$ cat src/rtl/addsub_arbiter.sv
// Round-robin arbiter sharing one add/sub unit between NREQ requesters, one op in flight.
// Define ADDSUB_ARB_FIXED_PRIO_EN for fixed priority (lowest index wins, no rr pointer).
module addsub_arbiter #(
    parameter int WIDTH     = 16,
    parameter int NREQ      = 4,
    parameter int IDW       = 2,
    parameter int ADDER_LAT = 1
) (
    input  logic                    clk,
    input  logic                    reset,
    input  logic [NREQ-1:0]         req_valid,
    input  logic [NREQ*WIDTH-1:0]   req_a,
    input  logic [NREQ*WIDTH-1:0]   req_b,
    input  logic [NREQ-1:0]         req_as,
    output logic [NREQ-1:0]         req_ready,
    output logic [WIDTH-1:0]        add_a,
    output logic [WIDTH-1:0]        add_b,
    output logic                    add_as,
    input  logic [WIDTH-1:0]        add_sum,
    input  logic                    add_cout,
    output logic                    rsp_valid,
    input  logic                    rsp_ready,
    output logic [IDW-1:0]          rsp_id,
    output logic [WIDTH-1:0]        rsp_sum,
    output logic                    rsp_cout,
    output logic                    busy
);

    localparam int CNTW = (ADDER_LAT > 0) ? $clog2(ADDER_LAT + 1) : 1;

    typedef enum logic [1:0] {IDLE, WAIT, RESP} state_t;

    state_t          state;
    logic [CNTW-1:0] cnt;
    logic [IDW-1:0]  start;
    logic [IDW-1:0]  win;
    logic [IDW-1:0]  idx;
    logic            found;

`ifdef ADDSUB_ARB_FIXED_PRIO_EN
    assign start = '0;
`else
    logic [IDW-1:0] rr_ptr;
    assign start = rr_ptr;
`endif

    // Search starts at the priority pointer and wraps; reset forces the grant low.
    always_comb begin
        req_ready = '0;
        win       = '0;
        idx       = '0;
        found     = 1'b0;
        if (state == IDLE && !reset) begin
            for (int k = 0; k < NREQ; k++) begin
                idx = IDW'((int'(start) + k) % NREQ);
                if (!found && req_valid[idx]) begin
                    found          = 1'b1;
                    req_ready[idx] = 1'b1;
                    win            = idx;
                end
            end
        end
    end

    assign busy = (state != IDLE);

    always_ff @(posedge clk or posedge reset) begin
        if (reset) begin
            state     <= IDLE;
            cnt       <= '0;
            add_a     <= '0;
            add_b     <= '0;
            add_as    <= 1'b0;
            rsp_valid <= 1'b0;
            rsp_id    <= '0;
            rsp_sum   <= '0;
            rsp_cout  <= 1'b0;
`ifndef ADDSUB_ARB_FIXED_PRIO_EN
            rr_ptr    <= '0;
`endif
        end else begin
            case (state)
                IDLE: begin
                    if (found) begin
                        add_a  <= req_a[win*WIDTH +: WIDTH];
                        add_b  <= req_b[win*WIDTH +: WIDTH];
                        add_as <= req_as[win];
                        rsp_id <= win;
                        cnt    <= CNTW'(ADDER_LAT);
                        state  <= WAIT;
                    end
                end
                // cnt reaches zero exactly when the adder output reflects the latched operands
                WAIT: begin
                    if (cnt == '0) begin
                        rsp_sum   <= add_sum;
                        rsp_cout  <= add_cout;
                        rsp_valid <= 1'b1;
                        state     <= RESP;
                    end else begin
                        cnt <= cnt - 1'b1;
                    end
                end
                RESP: begin
                    if (rsp_ready) begin
                        rsp_valid <= 1'b0;
`ifndef ADDSUB_ARB_FIXED_PRIO_EN
                        rr_ptr    <= (rsp_id == IDW'(NREQ - 1)) ? '0 : rsp_id + 1'b1;
`endif
                        state     <= IDLE;
                    end
                end
                default: state <= IDLE;
            endcase
        end
    end

endmodule
$ cat config.mk
export PLATFORM = sky130hd
export DESIGN_NAME = addsub_arbiter
export DESIGN_NICKNAME = d
export VERILOG_FILES = /design/src/rtl/addsub_arbiter.sv
export SDC_FILE = /design/constraint.sdc
export NUM_CORES = 1
export LEC_CHECK = 0
export BUFFER_PORTS_ARGS = -buffer_cell sky130_fd_sc_hd__buf_2
export CAP_MARGIN = 20
export CORE_ASPECT_RATIO = 1.2
export CORE_UTILIZATION = 46
export CTS_CLUSTER_DIAMETER = 80
export DETAILED_ROUTE_END_ITERATION = 10
export PLACE_DENSITY = 0.93
export SLEW_MARGIN = 20
export SYNTH_ARGS = -nofsm -noshare
export SYNTH_HDL_FRONTEND = slang
export SYNTH_SLANG_ARGS = --single-unit
$ cat constraint.sdc
create_clock -name clk -period 3.8 [get_ports clk]
set_input_delay 0 -clock clk [delete_from_list [all_inputs] [get_ports clk]]
set_output_delay 0 -clock clk [all_outputs]
set_load 0.1 [all_outputs]
# Word level (Yosys, flattened, before mapping)
# Cells that the tools add are included.
# totals
reg_bits,58
input_bits,156
out_inout_bits,58
wordCells,108
# classes
add_sub_neg,5
order_cmp,9
n_eq_ne,6
shifts,2
mux,50
bitwise,4
reduce_logical,22
# ops
operator,n
64-bit by 7-bit variable part select with 16-bit output,2
4-bit two-way mux,8
1-bit two-way mux,21
2-bit two-way mux,9
2-bit by 3-bit < comparator with 1-bit output (second input constant),5
4-bit bitwise OR,3
1-bit binary-select mux with 2-bit select,5
1-bit demux with 2-bit select,4
2-bit by 1-bit greater-or-equal comparator with 1-bit output (second input constant),4
1-bit logical AND,8
2-bit AND reduction,4
2-bit inequality test (second input constant),3
2-bit case mux with 3 select lines,1
3-bit AND reduction,2
2-bit nonzero test,3
2-bit by 1-bit adder with 2-bit output (second input constant),2
2-bit adder (second input constant),2
2-bit equality test (second input constant),2
1-bit logical NOT,4
1-bit case mux with 2 select lines,2
2-bit by 1-bit equality test with 1-bit output (second input constant),1
2-bit logical NOT,1
1-bit NOT,1
1-bit subtractor (second input constant),1

# Depth between registers and ports, before layout
# logic_depth
ltp_word,18
depth_mapped,15
depth_no_buf,8

# Least setup slack after synthesis
# OpenSTA, ideal clock, no wires.
# synth_path
path_kind,register -> output
start,reg rr_ptr[0]
end,out req_ready[2]
arrival_time_ns,4.049
path_slack_ns,-0.249
stages_incl_launch_ff,13
n_path_buf,5
cell_sequence,dfrtp_1 > buf_6 > buf_2 > inv_1 > clkbuf_1 > ha_1 > buf_2 > mux4_2 > nor2b_1 > buf_2 > a221o_1 > o21ai_0 > a21oi_1
# synth_via
elab_chain_len,16
elab_cells_between_ends,54
# synth_lines
element,line,text
"start, declared",43,logic [IDW-1:0] rr_ptr;
"start signal, assigned",108,rr_ptr <= (rsp_id == IDW'(NREQ - 1)) ? '0 : rsp_id + 1'b1;
branches (longest 14 deep; another with 2-bit by 3-bit < comparator with 1-bit output),n/a,
4-bit two-way mux (*),56,if (!found && req_valid[idx]) begin
4-bit two-way mux (*),53,if (state == IDLE && !reset) begin
"end, declared",15,"output logic [NREQ-1:0] req_ready,"
# Every way passes the cells marked *. The select of a mux whose other input is x is not followed.

# Worst setup path in the final report
# layout_path
start,reg rr_ptr[1]
end,reg add_b[3]
# layout_via
elab_chain_len,17
elab_cells_between_ends,32
# layout_lines
element,line,text
1-bit binary-select mux with 2-bit select,56,
1-bit two-way mux (not written as such),56,
1-bit two-way mux,56,
1-bit two-way mux,53,
1-bit logical NOT,56,
1-bit logical AND,56,
1-bit two-way mux,56,
1-bit two-way mux,53,
1-bit logical NOT,56,
1-bit logical AND,56,
1-bit two-way mux,56,
1-bit two-way mux,53,
1-bit logical NOT,56,
1-bit logical AND,56,
2-bit two-way mux / 1-bit two-way mux (equally long branches),56,
2-bit two-way mux / 1-bit two-way mux (equally long branches),53,
64-bit by 7-bit variable part select with 16-bit output / 2-bit AND reduction (equally long branches),n/a,
"end signal, assigned",86,add_b <= req_b[win*WIDTH +: WIDTH];
"end, declared",17,"output logic [WIDTH-1:0] add_b,"
# Several ways; a longest one is shown, not always the timed one. The select of a mux whose other input is x is not followed.
# A chain may end at the register's enable or synchronous reset.

==> metrics.txt <==
EDFF count, synth=0; Cell Area, Placed=5151 µm²; ordered list of cells on the worst path=inv_1, ha_1, mux4_2, or2_4, o21ai_4, buf_4, nand2_8, mux2i_1, dlygate4sd3_1, o211ai_1; Crit. End Element=flop; setup_tns=0 ps; Final #Nets=860; setup violators final=0; max_cap viols=0; R2R setup slack=310 ps; CTS Buf Count=9; Inst Count DP=726; via count=4928; outcome=finished clean; slew margin rel.=22.78%; Mapped Avg Cell Area=9.385 µm²; postcts setup bufs=0; clk_lat worst skew=350 ps; total iterations of the first detailed-routing run=5; routed vias/inst=6.069; initial core utilization=47.94%; Seq cells post-synth=58; CTS clk-pin slew, worst paths=70 ps; vias in the first global route=5053; cell family with most CP delay=buffers and inverters; area of the multi-input gates=2345 µm²; depth of the CTS H-tree=3; FP Rows=36; Initial DRC Count=385; GRT overflow=0; clock sink count=58; post-route ant nets=0; # DRC=0; P&R area growth vs syn=53.86%; WL per Instance=19.02 µm; worst clock skew=9.476 ps; die width=86.61 µm; R2R depth=10; Slew @ Worst Pin=1158 ps; min-delay worst type=in2reg; Post-synth top flop=dfrtp_1; share of layout cells above drive strength 1=41.55%; gpl congestion=0.8989; commonest non-fill, non-tap cells in the layout=209 x buf_2, 72 x dlygate4sd3_1, 59 x nand2_1, 57 x dfrtp_1, 43 x a21oi_1; post-synthesis cell count=421; crit-path max cell delay=580 ps; worst setup path start=rr_ptr[1]; synth warn=0; commonest non-fill, non-tap cell in the layout=buf_2; CP bufs+invs=3; CP max FO=21; mapped cell area=3951 µm²; Top Ports=214; Hold Vio Cnt, Final=0; highest clock rate=0.2865 GHz; Clock Tree Root=clkbuf_8; first-pass GRT wire length=24.29 mm; Reg2Reg Capture Point=add_b[3]; RSZ-0062 raised after global routing=no; Core Region=8243 µm²; largest net degree at the start of global routing=38; Net Count, Synth=586; critical path depth=10; WP data required=4020 ps; min Tclk post-route=3490 ps; Die Height=103.5 µm; Finished Cell Area=6080 µm²; crit share post-route=91.85%; arrival time worst endpoint=3710 ps; Crit-path slowest cell=dlygate4sd3_1; fin cells=812; register area share after synthesis=36.73%; reg2reg start=rr_ptr[1]; Fill cells=569; CTS tree=yes; placed wire-length estimate=9.706 mm; crit path launch type=flop; clk buf depth=2; diode count=0; final slew viol count=0; CP endpoint=add_b[3]; Post-synth ARST share=100.0%; Post-Route WL=15.44 mm; overall routing resource usage=35.28%; Reg area=1453 µm²; Setup CP Type=reg2reg; IO buf count=213; initial antenna violation count=0; post-synthesis cell type count=49; die area=8966 µm²
-- worst min-delay path, delay by kind of cell --
kind                   cells  cell delay, ps
AO/OA/AOI/OAI              1             170
buffers and inverters      1              70
multiplexers               1              60
-- cells by family after synthesis --
| group | after synthesis | synth area share [%] |
|---|---|---|
| adder cells (fa/ha/maj) | 9 | 2.850 |
| buffers and inverters | 39 | 4.876 |
| AND/OR/NAND/NOR | 111 | 13.05 |
| multiplexers | 44 | 13.24 |
| flip-flops | 58 | 36.73 |
| AO/OA/AOI/OAI | 159 | 29.04 |
| XOR/XNOR | 1 | 0.2217 |
-- synth_stat cells (2+ instances only) --
| master | n | area [µm²] |
|---|---|---|
| a21o_1 | 21 | 157.7 |
| a21oi_1 | 48 | 240.2 |
| a221o_1 | 4 | 40.04 |
| a22o_1 | 14 | 122.6 |
| buf_2 | 12 | 60.06 |
| buf_4 | 2 | 15.01 |
| buf_6 | 3 | 33.78 |
| clkbuf_1 | 13 | 48.80 |
| dfrtp_1 | 58 | 1451 |
| ha_1 | 9 | 112.6 |
| inv_1 | 7 | 26.28 |
| mux2_2 | 19 | 214.0 |
| mux2i_1 | 19 | 190.2 |
| mux4_2 | 4 | 90.09 |
| nand2_1 | 59 | 221.5 |
| nand2b_1 | 2 | 12.51 |
| nand3_1 | 34 | 170.2 |
| nor2_1 | 3 | 11.26 |
| o211a_1 | 2 | 20.02 |
| o211ai_1 | 20 | 150.1 |
| o21ai_0 | 24 | 120.1 |
| o21ai_1 | 4 | 20.02 |
| o32ai_1 | 4 | 35.03 |
| o32ai_2 | 10 | 162.7 |
| or3_1 | 2 | 12.51 |
-- timing repair --
action                                  in CTS  in global routing
resized for setup                            0                  3
endpoints found under the hold margin       67                  0
endpoints found under the setup margin       0                 12
hold buffers                                72                  0
-- routing by layer --
metal | vias to the layer above | share of wire (%) | GRT usage (%) | wire, µm
met5 | - | 0 | 0 | 0
met4 | 0 | 6.0 | 24.29 | 927
met3 | 106 | 8.4 | 9.084 | 1301
met2 | 377 | 52 | 61.22 | 7960
met1 | 2329 | 34 | 36.40 | 5253
li1 | 2116 | - | - | -
-- layout make-up --
| class | count | area share [%] |
|---|---|---|
| clock inverters | 3 | 0.6586 |
| inverters | 7 | 0.4322 |
| repair buffers | 295 | 31.61 |
| multi-input cells | 324 | 38.57 |
| clock buffers | 11 | 2.490 |
| flip-flops and latches | 58 | 23.89 |
| well taps | 114 | 2.346 |
-- state kept, by name (all words and copies together), names as in the netlist --
| signal | count |
|---|---|
| add_a | 16 |
| rsp_cout | 1 |
| rsp_id | 2 |
| add_as | 1 |
| rsp_sum | 16 |
| rsp_valid | 1 |
| rr_ptr | 2 |
| state | 2 |
| add_b | 16 |
| cnt | 1 |
-- how the worst min path moves through the flow --
stage               depth (start not counted)   endpoint  slack [ps]      start
global route                                3   add_a[9]           5  req_a[25]
floorplan                                   2  add_a[10]         130  req_a[10]
global placement                            2  rsp_id[1]          60      reset
finish                                      3   add_b[6]           3   req_b[6]
detailed placement                          2  rsp_id[1]          70      reset
CTS                                         3   add_b[0]           1  req_b[16]
-- per-stage QoR --
step / utilization [%] / worst slack, ps / hold slack (ps)
after global routing: 73.76 / 132.5 / 5.255
after detailed placement: 62.49 / 451.7 / 74.20
final: 73.76 / 309.7 / 2.727
after global placement: 62.49 / 589.4 / 60.35
after floorplan: - / 351.5 / 130.8
after CTS: 73.56 / 83.43 / 1.275
Power is left out: the tool's default activity adds up to more than one toggle a clock period on the data nets, which glitch-free logic cannot reach.
